$ cat config.mk
export PLATFORM = sky130hd
export DESIGN_NAME = cordic_phase_front
export DESIGN_NICKNAME = d
export VERILOG_FILES = /design/src/rtl/cordic_phase_front.sv
export SDC_FILE = /design/constraint.sdc
export NUM_CORES = 1
export LEC_CHECK = 0
export ABC_AREA = 1
export CORE_MARGIN = 2
export CORE_UTILIZATION = 39
export CTS_BUF_LIST = sky130_fd_sc_hd__clkbuf_4 sky130_fd_sc_hd__clkbuf_8
export DETAILED_ROUTE_END_ITERATION = 10
export PLACE_DENSITY_LB_ADDON = 0.15
export SETUP_SLACK_MARGIN = 0.02
export SYNTH_ARGS = -nofsm -noshare
export SYNTH_HDL_FRONTEND = slang
export SYNTH_SLANG_ARGS = --single-unit
$ cat constraint.sdc
create_clock -name clk -period 5.8 [get_ports clk]
set_clock_uncertainty 0.2 [all_clocks]
set_input_delay 1.45 -clock clk [delete_from_list [all_inputs] [get_ports clk]]
set_output_delay 1.45 -clock clk [all_outputs]
set_load 0.02 [all_outputs]
$ cat src/rtl/cordic_phase_front.sv
// cordic_phase_front: phase accumulator with quadrant fold/un-fold around a 16-bit CORDIC sin/cos core.
// Define PHASE_FRONT_NEG_SAT_EN to make un-fold negations saturate (-(-32768) = 32767).
module cordic_phase_front #(
    parameter int          CORDIC_LAT = 16,
    parameter logic [15:0] XINIT      = 16'd9949,
    parameter logic [15:0] HALF_PI    = 16'd25736
) (
    input  logic               clk,
    input  logic               rst,
    input  logic               en,
    input  logic               load,
    input  logic        [15:0] phase_in,
    input  logic        [15:0] step,
    output logic        [15:0] angle,
    output logic        [15:0] Xin,
    output logic        [15:0] Yin,
    input  logic signed [15:0] cos_raw,
    input  logic signed [15:0] sin_raw,
    output logic signed [15:0] cos_out,
    output logic signed [15:0] sin_out,
    output logic               valid
);
    logic        [15:0]             r_acc;
    logic        [15:0]             r_angle;
    logic        [CORDIC_LAT:0][2:0] r_tag;
    logic signed [15:0]             r_cos;
    logic signed [15:0]             r_sin;
    logic                           r_valid;
    logic                           w_issue;
    logic        [29:0]             w_prod;
    logic        [2:0]              w_tail;
    logic signed [15:0]             w_cos;
    logic signed [15:0]             w_sin;

    function automatic logic signed [15:0] neg(input logic signed [15:0] x);
`ifdef PHASE_FRONT_NEG_SAT_EN
        return (x == 16'sh8000) ? 16'sh7fff : -x;
`else
        return -x;
`endif
    endfunction

    assign w_issue = en & ~load;
    assign w_prod  = 30'(r_acc[13:0]) * 30'(HALF_PI);
    assign w_tail  = r_tag[CORDIC_LAT];

    // Tail tag {valid, q} lines up with the core output for the sample it describes
    always_comb begin
        w_cos = (w_tail[1:0] == 2'd0) ? cos_raw :
                (w_tail[1:0] == 2'd1) ? neg(sin_raw) :
                (w_tail[1:0] == 2'd2) ? neg(cos_raw) : sin_raw;
        w_sin = (w_tail[1:0] == 2'd0) ? sin_raw :
                (w_tail[1:0] == 2'd1) ? cos_raw :
                (w_tail[1:0] == 2'd2) ? neg(sin_raw) : neg(cos_raw);
    end

    always_ff @(posedge clk or posedge rst) begin
        if (rst) begin
            r_acc   <= '0;
            r_angle <= '0;
            r_tag   <= '0;
            r_cos   <= '0;
            r_sin   <= '0;
            r_valid <= 1'b0;
        end else begin
            r_tag   <= {r_tag[CORDIC_LAT-1:0], w_issue, r_acc[15:14]};
            r_valid <= w_tail[2];
            if (load)
                r_acc <= phase_in;
            else if (en) begin
                r_acc   <= r_acc + step;
                r_angle <= w_prod[29:14];
            end
            if (w_tail[2]) begin
                r_cos <= w_cos;
                r_sin <= w_sin;
            end
        end
    end

    assign angle   = r_angle;
    assign Xin     = XINIT;
    assign Yin     = '0;
    assign cos_out = r_cos;
    assign sin_out = r_sin;
    assign valid   = r_valid;
endmodule
==> flow_metrics.py <==
metrics = {
    "global_routing": {
        "grt_start_max_net_pins": 61,
        "grt_pass1_vias": 7336,
        "antenna_found_initial": 0,
        "grt-ovfl-total": 0,
        "grt_pass1_wl_mm": 36.7,
        "grt_usage_pct": 19.1,
    },
    "worst_setup_path": {
        "worst_ep_required_time_ns": 5.95,
        "cp-start-kind": "flop",
        "worstPathMaxFanout": 6,
        "r2r-end": "angle[12]",
        "arrival_ns": 4.41,
        "end_kind": "flop",
        "regToRegStartpoint": "r_acc[2]",
        "r2r_slack_ns": 1.54,
        "crit_type": "reg -> reg",
        "r2r_cells": 18,
    },
    "routing": {
        "viasPerCell": 4.99,
        "wire_per_inst_um": 15.0,
        "dr.pass1.iters": 5,
        "antenna_left": 0,
        "drc_errors": 0,
        "num_vias": 7449,
        "drtIter0Drc": 374,
        "postRouteWirelength_mm": 22.4,
    },
    "synth": {
        "synth_edf_count": 0,
        "ys_seq_elements": 115,
        "yosys_warnings": 0,
        "synth-async-reset-ratio_pct": 100,
        "yosysTopAreaCell": "dfrtp_1",
        "synthFlopType": "dfrtp_1",
        "yosysUniqueCellTypes": 46,
        "syn_inst": 1083,
        "synth_area_um2": 8730,
        "synth_most_common_cell": "nand2_1",
        "synth_common_cells": "nand2_1 (242), inv_1 (149), dfrtp_1 (115)",
        "syn_avg_cell_area_um2": 8.06,
        "yosysTopAreaCellShare_pct": 33.0,
        "synthTopCellsByArea": "dfrtp_1 (33%), ha_1 (14%), nand2_1 (10%)",
        "seq_area_frac_synth_pct": 33.0,
    },
    "sta": {
        "finalCritPeriodShare_pct": 73.4,
        "maxSlewHeadroom_pct": 43.7,
        "max_freq_mhz": 235,
        "drv_slew": 0,
        "finalCriticalPeriod_ns": 4.26,
        "tightest_slew_ns": 0.843,
        "tns_ns": 0,
        "hold_viol": 0,
        "rsz0062_at_grt": "no",
        "final-setup-viol-count": 0,
    },
    "place": {
        "dp_hpwl_mm": 17.2,
        "port-buffer-count": 115,
        "gp_congestion": 0.880,
    },
    "floorplan": {
        "io_pins": 149,
        "coreArea_um2": 21900,
        "initial_core_util_pct": 39.9,
        "dieArea_um2": 23600,
        "die_w_um": 154,
        "die_h_um": 154,
        "rows": 54,
    },
    "run": {
        "cap_viol_max_count": 0,
    },
    "worst_hold_path": {
        "hold_start": "r_tag[28]",
        "hold_path_end": "r_tag[31]",
        "hold_path_class": "reg -> reg",
        "hold_depth": 0,
    },
    "final_layout": {
        "num_antenna_cells": 0,
        "utilization_pct": 47.8,
        "fin_nets": 1388,
        "fill_cells": 2167,
        "synthToLayoutAreaGrowth_pct": 20.0,
        "drive_gt1_share_pct": 6.51,
    },
    "clock_tree": {
        "cts_tree": "done",
        "clk_latency_ns": 0.45,
        "ctsHoldBuffers": 0,
        "htreeDepth": 4,
        "cts.repair.resized": 0,
        "cts_buffer_depth": 2,
        "post_cts_buffers": 0,
        "cts_inserted_buffers": 17,
        "clk_pin_slew_ns": 0.09,
        "cts-root-buf": "clkbuf_8",
        "cts_sinks": 115,
    },
    "pwr": {
        "leakage_nw": 5.32,
        "peakVddDrop_uv": 440,
        "totalPowerFinal_mw": 5.07,
        "powerDensity_nw_per_um2": 484,
    },
    "outcome": {
        "status": "completed",
    },
}
## per-layer routing
layer  wire length [um]  vias to the layer above  global-route usage (%)
met3               1040                       35                    3.61
met2              10700                      199                    31.8
met5                  0                        -                       0
met1              10100                     3481                    25.0
met4                500                        0                    6.82
li1                   -                     3734                       -
## stage by stage
| stage | instances | setup slack (ns) | area, um^2 | hold slack (ns) |
|---|---|---|---|---|
| 6_report | 1493 | 1.54 | 10500 | 0.143 |
| 5_1_grt | 1493 | 1.28 | 10500 | 0.158 |
| 4_1_cts | 1493 | 1.55 | 10500 | 0.144 |
| 3_5_place_dp | 1461 | 1.53 | 10000 | 0.135 |
| 3_3_place_gp | 1461 | 1.59 | 10000 | 0.131 |
| 2_1_floorplan | 1114 | 1.11 | 8840 | 0.131 |
## registers in the layout, indices dropped and copies added, names as in the netlist
register  count
w_tail        3
angle        15
sin_out      16
r_tag        48
r_acc        16
valid         1
cos_out      16
## how the worst max path moves through the flow
stage,start,endpoint,slack (ns),cells after the start
CTS,r_acc[2],angle[9],1.55,13
global route,r_acc[2],angle[8],1.28,18
global placement,r_acc[2],angle[13],1.59,13
finish,r_acc[2],angle[12],1.54,18
floorplan,rst,angle[0],1.11,1
detailed placement,r_acc[2],angle[9],1.53,13
## layout make-up
type | instances | area (um^2) | share of cell area (%)
clock buffer | 17 | 234 | 2.23
timing repair buffer | 121 | 1200 | 11.4
inverter | 162 | 613 | 5.85
sequential | 115 | 2880 | 27.5
multi-input combinational | 783 | 5010 | 47.8
tap | 280 | 350 | 3.34
clock inverter | 15 | 196 | 1.88
## cells in the final DEF, fill, tap and decap left out, types with 7 or more instances in the layout
cell type,count
a21oi_1,44
a221oi_1,13
a22oi_1,9
a31oi_1,7
clkbuf_8,17
clkdlybuf4s50_1,115
conb_1,33
dfrtp_1,115
fa_1,23
ha_1,97
inv_1,148
inv_2,11
nand2_1,242
nand3_1,83
nand4_1,12
nor2_1,69
nor3_1,10
o211ai_1,8
o21ai_0,35
o21ai_1,8
o21bai_1,7
or2_2,10
xnor2_1,9
xor2_1,23
## critical path, cell delays in order (launching register included)
cell     delay, ns
dfrtp_1       0.47
ha_1          0.31
inv_1         0.05
fa_1          0.50
inv_1         0.05
fa_1          0.53
fa_1          0.43
ha_1          0.31
ha_1          0.35
nand2_1       0.13
inv_1         0.06
nand2_1       0.07
inv_1         0.05
o21ai_0       0.11
nand3_1       0.20
nand2_1       0.15
nand3_1       0.08
nand3_1       0.08
nand2_1       0.05
## report_power, final
group | internal [mW] | switching (mW)
Clock | 0.438 | 0.390
Combinational | 1.24 | 1.91
Sequential | 0.964 | 0.122
## logic make-up (layout without fill, tap and decap cells)
family | count (synthesis) | count (layout) | synth area share (%)
adder cells (fa/ha/maj) | 120 | 120 | 19.2
buffers and inverters | 216 | 315 | 11.0
flip-flops | 115 | 115 | 33.0
other | 2 | 33 | 0.0861
XOR/XNOR | 32 | 32 | 3.21
AO/OA/AOI/OAI | 153 | 153 | 11.3
AND/OR/NAND/NOR | 445 | 445 | 22.2
Power figures use the tool's default switching activity.
